File: src/rtl/ula_sync_bridge_pkg.sv
// Shared types and dual-rail NCL helpers for the ULA sync bridge.
// Pair encoding {rail1, rail0}: 00 NULL, 01 logic 0, 10 logic 1, 11 illegal.
package ula_pkg;

  typedef enum logic [1:0] {
    OP_ADD = 2'b00,
    OP_SUB = 2'b01,
    OP_XOR = 2'b10,
    OP_AND = 2'b11
  } op_t;

  typedef enum logic [1:0] {
    ST_IDLE      = 2'b00,
    ST_DATA_WAIT = 2'b01,
    ST_NULL_WAIT = 2'b10
  } state_t;

  localparam logic [1:0] DR_NULL = 2'b00;
  localparam logic [1:0] DR_0    = 2'b01;
  localparam logic [1:0] DR_1    = 2'b10;

  // Completion helpers take a zero-padded vector plus the number of live pairs.
  localparam int unsigned DR_MAX_PAIRS = 32;

  function automatic logic [1:0] dr_encode(input logic b);
    return b ? DR_1 : DR_0;
  endfunction

  function automatic logic dr_decode(input logic [1:0] p);
    return p[1];
  endfunction

  function automatic logic dr_all_data(input logic [2*DR_MAX_PAIRS-1:0] v,
                                       input int unsigned n);
    logic ok;
    ok = 1'b1;
    for (int unsigned i = 0; i < DR_MAX_PAIRS; i++) begin
      if (i < n && !(v[2*i+1] ^ v[2*i])) ok = 1'b0;
    end
    return ok;
  endfunction

  function automatic logic dr_all_null(input logic [2*DR_MAX_PAIRS-1:0] v,
                                       input int unsigned n);
    logic ok;
    ok = 1'b1;
    for (int unsigned i = 0; i < DR_MAX_PAIRS; i++) begin
      if (i < n && (v[2*i+1] | v[2*i])) ok = 1'b0;
    end
    return ok;
  endfunction

endpackage

File: src/rtl/ula_sync_bridge_if.sv
// Request/response handshake plus dual-rail ULA bus of the sync bridge.
// slave = bridge side; master = sync core / ULA side.
interface ula_sync_bridge_if #(
  parameter int unsigned DW = 5
);
  logic            in_valid;
  logic            in_ready;
  logic [DW-1:0]   in_a;
  logic [DW-1:0]   in_b;
  logic [1:0]      in_op;
  logic            in_cin;

  logic [2*DW-1:0] ula_a;
  logic [2*DW-1:0] ula_b;
  logic [1:0]      ula_sel0;
  logic [1:0]      ula_sel1;
  logic [1:0]      ula_cin;
  logic [2*DW-1:0] ula_out;
  logic [1:0]      ula_ovf;
  logic [1:0]      ula_neg;
  logic [1:0]      ula_zero;

  logic            out_valid;
  logic            out_ready;
  logic [DW-1:0]   out_res;
  logic            out_ovf;
  logic            out_neg;
  logic            out_zero;
  logic            out_err;

  modport slave (
    input  in_valid, in_a, in_b, in_op, in_cin, out_ready,
           ula_out, ula_ovf, ula_neg, ula_zero,
    output in_ready, ula_a, ula_b, ula_sel0, ula_sel1, ula_cin,
           out_valid, out_res, out_ovf, out_neg, out_zero, out_err
  );

  modport master (
    output in_valid, in_a, in_b, in_op, in_cin, out_ready,
           ula_out, ula_ovf, ula_neg, ula_zero,
    input  in_ready, ula_a, ula_b, ula_sel0, ula_sel1, ula_cin,
           out_valid, out_res, out_ovf, out_neg, out_zero, out_err
  );
endinterface

File: src/rtl/ula_sync_bridge_ncl_completion_sync.sv
// All-DATA / all-NULL detection over the ULA result rails, synchronised into clk.
module ncl_completion_sync
  import ula_pkg::*;
#(
  parameter int unsigned NP          = 8,
  parameter int unsigned SYNC_STAGES = 2
) (
  input  logic            clk,
  input  logic            rst,
  input  logic [2*NP-1:0] rails,
  output logic            data_done_s,
  output logic            null_done_s
);
  logic [2*DR_MAX_PAIRS-1:0] flat;
  logic                      data_done;
  logic                      null_done;
  logic [SYNC_STAGES-1:0]    dd_q;
  logic [SYNC_STAGES-1:0]    nd_q;

  always_comb begin
    flat            = '0;
    flat[2*NP-1:0]  = rails;
    data_done       = dr_all_data(flat, NP);
    null_done       = dr_all_null(flat, NP);
  end

  always_ff @(posedge clk or posedge rst) begin
    if (rst) begin
      dd_q <= '0;
      nd_q <= '0;
    end else begin
      dd_q <= {dd_q[SYNC_STAGES-2:0], data_done};
      nd_q <= {nd_q[SYNC_STAGES-2:0], null_done};
    end
  end

  assign data_done_s = dd_q[SYNC_STAGES-1];
  assign null_done_s = nd_q[SYNC_STAGES-1];
endmodule

File: src/rtl/ula_sync_bridge.sv
// Clocked valid/ready front end for the dual-rail NCL ULA (DATA/NULL wavefront sequencing).
// Optional ULA_TIMEOUT_EN: per-wavefront timeout reporting via out_err.
module ula_sync_bridge
  import ula_pkg::*;
#(
  parameter int unsigned DW             = 5,
  parameter int unsigned SYNC_STAGES    = 2,
  parameter int unsigned TIMEOUT_CYCLES = 64
) (
  input logic              clk,
  input logic              rst,
  ula_sync_bridge_if.slave bus
);
  localparam int unsigned NP = DW + 3;

  state_t state;
  logic   dd_s;
  logic   nd_s;
  logic   accept;

  ncl_completion_sync #(
    .NP          (NP),
    .SYNC_STAGES (SYNC_STAGES)
  ) u_sync (
    .clk         (clk),
    .rst         (rst),
    .rails       ({bus.ula_zero, bus.ula_neg, bus.ula_ovf, bus.ula_out}),
    .data_done_s (dd_s),
    .null_done_s (nd_s)
  );

  // NULL_WAIT with nd_s is the same point as IDLE, so a request is taken there directly.
  assign bus.in_ready = (state != ST_DATA_WAIT) && nd_s &&
                        (!bus.out_valid || bus.out_ready);
  assign accept       = bus.in_valid && bus.in_ready;

`ifdef ULA_TIMEOUT_EN
  localparam int unsigned CNT_W = $clog2(TIMEOUT_CYCLES + 2);
  logic [CNT_W-1:0] cnt;
  logic             expired;
  assign expired = (cnt == CNT_W'(TIMEOUT_CYCLES));
`else
  assign bus.out_err = 1'b0;
`endif

  always_ff @(posedge clk or posedge rst) begin
    if (rst) begin
      state        <= ST_IDLE;
      bus.ula_a    <= '0;
      bus.ula_b    <= '0;
      bus.ula_sel0 <= '0;
      bus.ula_sel1 <= '0;
      bus.ula_cin  <= '0;
      bus.out_valid <= 1'b0;
      bus.out_res  <= '0;
      bus.out_ovf  <= 1'b0;
      bus.out_neg  <= 1'b0;
      bus.out_zero <= 1'b0;
`ifdef ULA_TIMEOUT_EN
      bus.out_err  <= 1'b0;
      cnt          <= '0;
`endif
    end else begin
      if (bus.out_valid && bus.out_ready) begin
        bus.out_valid <= 1'b0;
`ifdef ULA_TIMEOUT_EN
        bus.out_err   <= 1'b0;
`endif
      end

      case (state)
        ST_IDLE, ST_NULL_WAIT: begin
          if (accept) begin
            for (int unsigned i = 0; i < DW; i++) begin
              bus.ula_a[2*i +: 2] <= dr_encode(bus.in_a[i]);
              bus.ula_b[2*i +: 2] <= dr_encode(bus.in_b[i]);
            end
            bus.ula_sel0 <= dr_encode(bus.in_op[0]);
            bus.ula_sel1 <= dr_encode(bus.in_op[1]);
            bus.ula_cin  <= dr_encode(bus.in_cin);
            state        <= ST_DATA_WAIT;
`ifdef ULA_TIMEOUT_EN
            cnt          <= '0;
`endif
          end else if (state == ST_NULL_WAIT) begin
            if (nd_s) begin
              state <= ST_IDLE;
            end
`ifdef ULA_TIMEOUT_EN
            else if (expired) begin
              bus.out_res   <= '0;
              bus.out_ovf   <= 1'b0;
              bus.out_neg   <= 1'b0;
              bus.out_zero  <= 1'b0;
              bus.out_err   <= 1'b1;
              bus.out_valid <= 1'b1;
              cnt           <= '0;
            end else begin
              cnt <= cnt + 1'b1;
            end
`endif
          end
        end

        ST_DATA_WAIT: begin
          if (dd_s) begin
            for (int unsigned i = 0; i < DW; i++) begin
              bus.out_res[i] <= dr_decode(bus.ula_out[2*i +: 2]);
            end
            bus.out_ovf   <= dr_decode(bus.ula_ovf);
            bus.out_neg   <= dr_decode(bus.ula_neg);
            bus.out_zero  <= dr_decode(bus.ula_zero);
            bus.out_valid <= 1'b1;
            bus.ula_a     <= '0;
            bus.ula_b     <= '0;
            bus.ula_sel0  <= '0;
            bus.ula_sel1  <= '0;
            bus.ula_cin   <= '0;
            state         <= ST_NULL_WAIT;
`ifdef ULA_TIMEOUT_EN
            bus.out_err   <= 1'b0;
            cnt           <= '0;
          end else if (expired) begin
            bus.out_res   <= '0;
            bus.out_ovf   <= 1'b0;
            bus.out_neg   <= 1'b0;
            bus.out_zero  <= 1'b0;
            bus.out_err   <= 1'b1;
            bus.out_valid <= 1'b1;
            bus.ula_a     <= '0;
            bus.ula_b     <= '0;
            bus.ula_sel0  <= '0;
            bus.ula_sel1  <= '0;
            bus.ula_cin   <= '0;
            state         <= ST_NULL_WAIT;
            cnt           <= '0;
          end else begin
            cnt <= cnt + 1'b1;
`endif
          end
        end

        default: state <= ST_IDLE;
      endcase
    end
  end
endmodule

File: src/flat_wrapper.sv
// flat-port wrapper written by rule: the top's interface ports become plain ports
module ula_sync_bridge_flat import ula_pkg::*;
#(
  parameter int unsigned DW             = 5,
  parameter int unsigned SYNC_STAGES    = 2,
  parameter int unsigned TIMEOUT_CYCLES = 64
)
  (clk, rst, bus_in_valid, bus_in_a, bus_in_b, bus_in_op, bus_in_cin, bus_out_ready, bus_ula_out, bus_ula_ovf, bus_ula_neg, bus_ula_zero, bus_in_ready, bus_ula_a, bus_ula_b, bus_ula_sel0, bus_ula_sel1, bus_ula_cin, bus_out_valid, bus_out_res, bus_out_ovf, bus_out_neg, bus_out_zero, bus_out_err);
  ula_sync_bridge_if #(.DW(DW)) bus_i ();
  input logic clk;
  input logic rst;
  input wire logic [$bits(bus_i.in_valid)-1:0] bus_in_valid;
  input wire logic [$bits(bus_i.in_a)-1:0] bus_in_a;
  input wire logic [$bits(bus_i.in_b)-1:0] bus_in_b;
  input wire logic [$bits(bus_i.in_op)-1:0] bus_in_op;
  input wire logic [$bits(bus_i.in_cin)-1:0] bus_in_cin;
  input wire logic [$bits(bus_i.out_ready)-1:0] bus_out_ready;
  input wire logic [$bits(bus_i.ula_out)-1:0] bus_ula_out;
  input wire logic [$bits(bus_i.ula_ovf)-1:0] bus_ula_ovf;
  input wire logic [$bits(bus_i.ula_neg)-1:0] bus_ula_neg;
  input wire logic [$bits(bus_i.ula_zero)-1:0] bus_ula_zero;
  output wire logic [$bits(bus_i.in_ready)-1:0] bus_in_ready;
  output wire logic [$bits(bus_i.ula_a)-1:0] bus_ula_a;
  output wire logic [$bits(bus_i.ula_b)-1:0] bus_ula_b;
  output wire logic [$bits(bus_i.ula_sel0)-1:0] bus_ula_sel0;
  output wire logic [$bits(bus_i.ula_sel1)-1:0] bus_ula_sel1;
  output wire logic [$bits(bus_i.ula_cin)-1:0] bus_ula_cin;
  output wire logic [$bits(bus_i.out_valid)-1:0] bus_out_valid;
  output wire logic [$bits(bus_i.out_res)-1:0] bus_out_res;
  output wire logic [$bits(bus_i.out_ovf)-1:0] bus_out_ovf;
  output wire logic [$bits(bus_i.out_neg)-1:0] bus_out_neg;
  output wire logic [$bits(bus_i.out_zero)-1:0] bus_out_zero;
  output wire logic [$bits(bus_i.out_err)-1:0] bus_out_err;
  assign bus_i.in_valid = bus_in_valid;
  assign bus_i.in_a = bus_in_a;
  assign bus_i.in_b = bus_in_b;
  assign bus_i.in_op = bus_in_op;
  assign bus_i.in_cin = bus_in_cin;
  assign bus_i.out_ready = bus_out_ready;
  assign bus_i.ula_out = bus_ula_out;
  assign bus_i.ula_ovf = bus_ula_ovf;
  assign bus_i.ula_neg = bus_ula_neg;
  assign bus_i.ula_zero = bus_ula_zero;
  assign bus_in_ready = bus_i.in_ready;
  assign bus_ula_a = bus_i.ula_a;
  assign bus_ula_b = bus_i.ula_b;
  assign bus_ula_sel0 = bus_i.ula_sel0;
  assign bus_ula_sel1 = bus_i.ula_sel1;
  assign bus_ula_cin = bus_i.ula_cin;
  assign bus_out_valid = bus_i.out_valid;
  assign bus_out_res = bus_i.out_res;
  assign bus_out_ovf = bus_i.out_ovf;
  assign bus_out_neg = bus_i.out_neg;
  assign bus_out_zero = bus_i.out_zero;
  assign bus_out_err = bus_i.out_err;
  ula_sync_bridge #(.DW(DW), .SYNC_STAGES(SYNC_STAGES), .TIMEOUT_CYCLES(TIMEOUT_CYCLES)) u_core (.clk(clk), .rst(rst), .bus(bus_i));
endmodule
File: config.mk
export PLATFORM = sky130hd
export DESIGN_NAME = ula_sync_bridge_flat
export DESIGN_NICKNAME = d
export VERILOG_FILES = /design/src/rtl/ula_sync_bridge_pkg.sv /design/src/rtl/ula_sync_bridge_if.sv /design/src/rtl/ula_sync_bridge_ncl_completion_sync.sv /design/src/rtl/ula_sync_bridge.sv /design/src/flat_wrapper.sv
export SDC_FILE = /design/constraint.sdc
export NUM_CORES = 1
export LEC_CHECK = 0
export CAP_MARGIN = 20
export CORE_MARGIN = 2
export CORE_UTILIZATION = 39
export DETAILED_ROUTE_END_ITERATION = 8
export GPL_TIMING_DRIVEN = 0
export PLACE_DENSITY_LB_ADDON = 0.08
export SLEW_MARGIN = 20
export SYNTH_ARGS = -nofsm -noshare
export SYNTH_HDL_FRONTEND = slang
export SYNTH_SLANG_ARGS = --single-unit
File: constraint.sdc
create_clock -name clk -period 1.35 [get_ports clk]
set_clock_uncertainty 0.2 [all_clocks]
set_input_delay 0.135 -clock clk [delete_from_list [all_inputs] [get_ports clk]]
set_output_delay 0.135 -clock clk [all_outputs]
set_load 0.02 [all_outputs]
==> results_dict.tcl, run 1 <==
set metrics [dict create \
    synth_common_cells "dfrtp_1, nand2_1, inv_1" \
    gr-usage-all-layers_pct 14.9 \
    drt_iter0_markers 15 \
    gr-total-overflow 0 \
    dp_hpwl_um 2810 \
    rsz0062_at_grt "yes" \
    drcViolationCount 0 \
    p_leak_nw 1.62 \
    r2r-start "u_core.state[0]" \
    critPathArrivalTime_ns 1.11 \
    hp-class "input port to asynchronous set/reset pin" \
    std_cell_rows 25 \
    post-route-period-util_pct 107 \
    drive_gt1_share_pct 11.5 \
    place.gp.congestion 0.735 \
    area_delta_synth_final_pct 52.1 \
    grt_pass1_wl_um 6080 \
    power_density_nw_per_um2 1300 \
    routed_wl_um 3800 \
    cts_buffers 5 \
    timing.fmax_mhz 690 \
    timing.hold.ws_ns -0.0129 \
    synth_cells 172 \
    synth.most_common_cell "dfrtp_1" \
    crit_buf_inv 1 \
    dieArea_um2 5320 \
    reg2reg_to "u_core.bus.ula_b[1]" \
    synthFlopType "dfrtp_1" \
    start_util_pct 39.8 \
    worst_setup_path_end_kind "output pin" \
    slew_violations 0 \
    synth_area_um2 1850 \
    reg2regPathDepth 4 \
    start_kind "flip-flop" \
    postLayoutCoreUtil_pct 60.5 \
    avgViaCountPerCell 4.50 \
    io_pins 70 \
    synth_top_area_share_pct 55.3 \
    crit_path_cell_trace "nand2b_4, and3_4, buf_6" \
    fin_nets 293 \
    timing_hold_violations_final 20 \
    yosysSeqAreaShare_pct 55.3 \
    yosys_register_bits 41 \
    wl_per_cell_um 12.4 \
    yosys_warnings 0 \
    insertion_delay_ns 0.29 \
    io_buffers 68 \
    final_cell_area_um2 2820 \
    cpPeakStageDelay_ns 0.40 \
    antenna_cells 0 \
    violations "negative hold slack, negative setup slack" \
    ant_nets 0 \
    placed_area_um2 2630 \
    fp.dieW_um 73.0 \
    fin_ws_ns -0.0987 \
    core_um2 4660 \
    htreeDepth 2 \
    r2r_slack_ns -0.07 \
    chipHeight_um 73.0 \
    period_minus_slack_ns 1.45 \
    netlist.top_cell.by_area "dfrtp_1" \
    antenna_found_initial 0 \
    critPathSlowestCell "dfrtp_1" \
    first_pass_iters 4 \
    setup_viol 27 \
    cts_tree "yes" \
    synth.distinct_cells 19 \
    cap_viol_max_count 0 \
    avgSynthCellArea_um2 10.8 \
    cp_max_fo 3 \
    status "finished, violations left" \
    critPathKind "flip-flop to output pin" \
    crit_family "flip-flops" \
    total_power_w 0.00367 \
    synth-edff-count 0 \
    cts_root_buf "clkbuf_8" \
    grt_start_max_net_pins 22 \
    ir_drop_v 0.000561 \
    async_flop_share_pct 100 \
    synth_fp_nets 213 \
    clk_path_buf_depth 2 \
    netlist_top_cells_area "dfrtp_1, mux2i_1, nand2_1" \
    cp.required_ns 1.01 \
    clock-sinks 41 \
    vias 1382 \
    path_clk_slew_ns 0.07 \
    grt_pass1_vias 1387 \
]
==> worst max-delay path by stage <==
stage / to / startpoint / cells after the start
floorplan: u_core.bus.out_valid / rst / 1
global placement: u_core.bus.out_valid / rst / 2
detailed placement: bus_in_ready / bus_out_ready / 4
CTS: bus_in_ready / u_core.state[1] / 3
global route: bus_in_ready / u_core.state[1] / 3
finish: bus_in_ready / u_core.state[1] / 3
==> metal layers <==
metal,wire length (µm),global-route usage (%)
met1,1670,18.4
met2,1870,24.6
met3,206,4.83
met4,50,4.94
met5,0,0
==> registers in the layout, summed over array words and instances (netlist names), 2 cells and up <==
name	cells
u_core.u_sync.nd_q	2
u_core.bus.ula_cin	2
u_core.bus.ula_a	10
u_core.u_sync.dd_q	2
u_core.bus.ula_sel1	2
u_core.state	2
u_core.bus.out_res	5
u_core.bus.ula_b	10
u_core.bus.ula_sel0	2
==> cells in the final DEF, fill, tap and decap left out, types with 3 or more instances in the layout <==
cell type        count
buf_12               3
o21ai_0              8
dlygate4sd2_1        6
mux2i_1             26
clkbuf_8             6
nand4_1              4
buf_6                5
dfrtp_1             39
nor2_1               3
ha_1                 8
inv_1               29
nand2_1             37
clkdlybuf4s15_1     27
clkdlybuf4s50_1     32
==> worst register-to-register path, stage by stage (launching register included) <==
cell	delay, ns
dfrtp_2	0.46
nand4b_1	0.20
buf_6	0.17
clkbuf_16	0.17
mux2i_1	0.11
==> through the flow <==
step / setup TNS, ns / worst slack [ns] / hold WS [ns] / instances
4_1_cts: -2.26 / -0.188 / -0.00488 / 305
3_3_place_gp: -40.67 / -0.948 / 0.132 / 294
6_report: -1.21 / -0.0987 / -0.0129 / 307
2_1_floorplan: -0.425 / -0.0225 / 0.0248 / 172
3_5_place_dp: -6.98 / -0.450 / 0.137 / 295
5_1_grt: -2.30 / -0.140 / 0.0239 / 307
==> what timing repair did <==
action                                  4_1_cts  5_1_grt
pin swaps                                     0        1
cloned                                        0        2
buffers inserted                              2        0
hold endpoints to repair                     20        0
endpoints found under the setup margin       68       64
gates resized for setup                      43       43
==> layout make-up <==
cell class	count	area, µm²
sequential	41	1030
buffer	8	96.3
inverter	30	113
tap	54	67.6
fill	404	1840
clock buffer	8	90.1
multi-input combinational	93	652
timing repair buffer	73	773
==> report_power, final <==
part	switching [W]	total (W)	internal, W
registers	0.000171	0.00168	0.00151
logic	0.000643	0.00118	0.000541
clock network	0.000390	0.000807	0.000417
total	0.00120	0.00367	0.00247
==> logic make-up (layout without fill, tap and decap cells) <==
kind of cell             Yosys count  count (layout)  share of synthesized area (%)
AO/OA/AOI/OAI                      9               9                           2.43
adder cells (fa/ha/maj)            8               8                           5.40
buffers and inverters             38             119                           10.6
flip-flops                        41              41                           55.3
multiplexers                      26              26                           14.0
other                              1               1                          0.202
AND/OR/NAND/NOR                   49              49                           12.0
Power figures use the tool's default switching activity.
==> run 2: changes to the inputs <==
- SKIP_CTS_REPAIR_TIMING: not set -> 1
==> results_dict.tcl, run 2 (synthesized netlist as in run 1, its figures left out) <==
set metrics [dict create \
    timing_hold_violations_final 20 \
    std_cell_rows 25 \
    swShare_pct 31.5 \
    path_clk_slew_ns 0.07 \
    dpl.cell_count 295 \
    grt_pass1_wl_um 6020 \
    reg_top3 "u_core.bus.ula_a x10, u_core.bus.ula_b x10, u_core.bus.out_res x5" \
    antenna_cells 0 \
    timing.fmax_mhz 661 \
    p_switching_w 0.00117 \
    ant_nets 0 \
    vias 1371 \
    area_delta_synth_final_pct 51.3 \
    p_clk_share_pct 21.6 \
    worst_setup_path_end_kind "output pin" \
    cts_tree "yes" \
    crit_buf_inv 1 \
    rsz0062_at_grt "yes" \
    period_minus_slack_ns 1.51 \
    avgViaCountPerCell 4.52 \
    r2r-start "u_core.state[1]" \
    post-route-period-util_pct 112 \
    timing.hold.ws_ns -0.0133 \
    drive_gt1_share_pct 8.43 \
    setup_tns_ns -1.96 \
    setup_viol 31 \
    dp_hpwl_um 2810 \
    combPwrFrac_pct 34.0 \
    core_um2 4660 \
    routed_wl_um 3670 \
    postLayoutCoreUtil_pct 60.2 \
    clock-sinks 41 \
    drcViolationCount 0 \
    dieArea_um2 5320 \
    place.gp.congestion 0.735 \
    crit_path_cell_trace "nand2b_1, and3_2, clkbuf_2" \
    critPathArrivalTime_ns 1.18 \
    critPathSlowestCell "dfrtp_1" \
    grt_start_max_net_pins 22 \
    p_leak_nw 1.67 \
    cts_buffers 5 \
    io_pins 70 \
    fp.dieW_um 73.0 \
    ir_drop_v 0.000559 \
    cap_viol_max_count 0 \
    cp_max_fo 3 \
    htreeDepth 2 \
    fin_nets 289 \
    hp-class "input port to asynchronous set/reset pin" \
    insertion_delay_ns 0.28 \
    total_power_w 0.00372 \
    stdcell_count 303 \
    clk_path_buf_depth 2 \
    wl_per_cell_um 12.1 \
    cp.required_ns 1.01 \
    violations "negative hold slack, negative setup slack" \
    start_util_pct 39.8 \
    gr-total-overflow 0 \
    chipHeight_um 73.0 \
    start_kind "flip-flop" \
    drt_iter0_markers 32 \
    status "finished, violations left" \
    io_buffers 68 \
    antenna_found_initial 0 \
    slew_violations 0 \
    startpoint "u_core.state[1]" \
    final_common_cell "dfrtp_1" \
    final_cell_mix "dfrtp_1, nand2_1, dlymetal6s2s_1" \
    p_int_w 0.00254 \
    critPathKind "flip-flop to output pin" \
    crit_family "flip-flops" \
    fin_ws_ns -0.163 \
    cts_root_buf "clkbuf_8" \
    grt_pass1_vias 1371 \
    first_pass_iters 4 \
    power_density_nw_per_um2 1320 \
    cpPeakStageDelay_ns 0.38 \
    sequentialPowerShare_pct 44.4 \
    gr-usage-all-layers_pct 14.8 \
]
==> run 2: changes by cell type in the layout (fill, tap and decap cells not counted), moves of 2 or more <==
| cell | before | now |
|---|---|---|
| buf_2 | 0 | 3 |
| dlygate4sd2_1 | 6 | 0 |
| clkbuf_16 | 2 | 0 |
| clkdlybuf4s15_1 | 27 | 0 |
| buf_6 | 5 | 2 |
| dlymetal6s2s_1 | 0 | 35 |
==> run 2: path summary, 6_finish.rpt <==
kind	end	slack, ns	depth (start not counted)
setup / recovery	bus_in_ready	-0.16	3
hold / removal	u_core.bus.ula_b[9]	-0.01	2
setup reg to reg	u_core.bus.out_res[1]	-0.09	4
hold reg to reg	u_core.u_sync.nd_q[1]	0.15	0
max in group asynchronous	u_core.bus.out_neg	0.50	3
min in group clk	u_core.u_sync.nd_q[1]	0.15	0
==> run 2: layer usage <==
| metal | GRT usage (%) | wire (µm) | vias up |
|---|---|---|---|
| li1 | - | - | 690 |
| met1 | 18.6 | 1660 | 628 |
| met2 | 24.0 | 1740 | 47 |
| met3 | 4.83 | 217 | 6 |
| met4 | 4.94 | 51 | 0 |
| met5 | 0 | 0 | - |
==> run 2: cell type report <==
| class | count | area, µm² |
|---|---|---|
| fillers | 404 | 1860 |
| flip-flops and latches | 41 | 1030 |
| repair buffers | 69 | 791 |
| multi-input cells | 93 | 632 |
| inverters | 30 | 113 |
| clock buffers | 8 | 90.1 |
| plain buffers | 8 | 85.1 |
| well taps | 54 | 67.6 |
==> run 2: metrics by stage <==
stage,setup slack [ns],instance area (µm²)
6_report,-0.163,2810
2_1_floorplan,-0.0225,1860
4_1_cts,-0.578,2720
3_3_place_gp,-0.948,2600
3_5_place_dp,-0.450,2630
5_1_grt,-0.232,2810
==> run 2: power by group through the flow <==
stage	logic [W]	clock network, W	registers (W)
after global routing	0.00138	0.000878	0.00169
after CTS	0.00134	0.000835	0.00167
after floorplan	0.000292	0	0.00200
after global placement	0.00131	0	0.00168
final	0.00126	0.000803	0.00165
after detailed placement	0.00134	0	0.00168
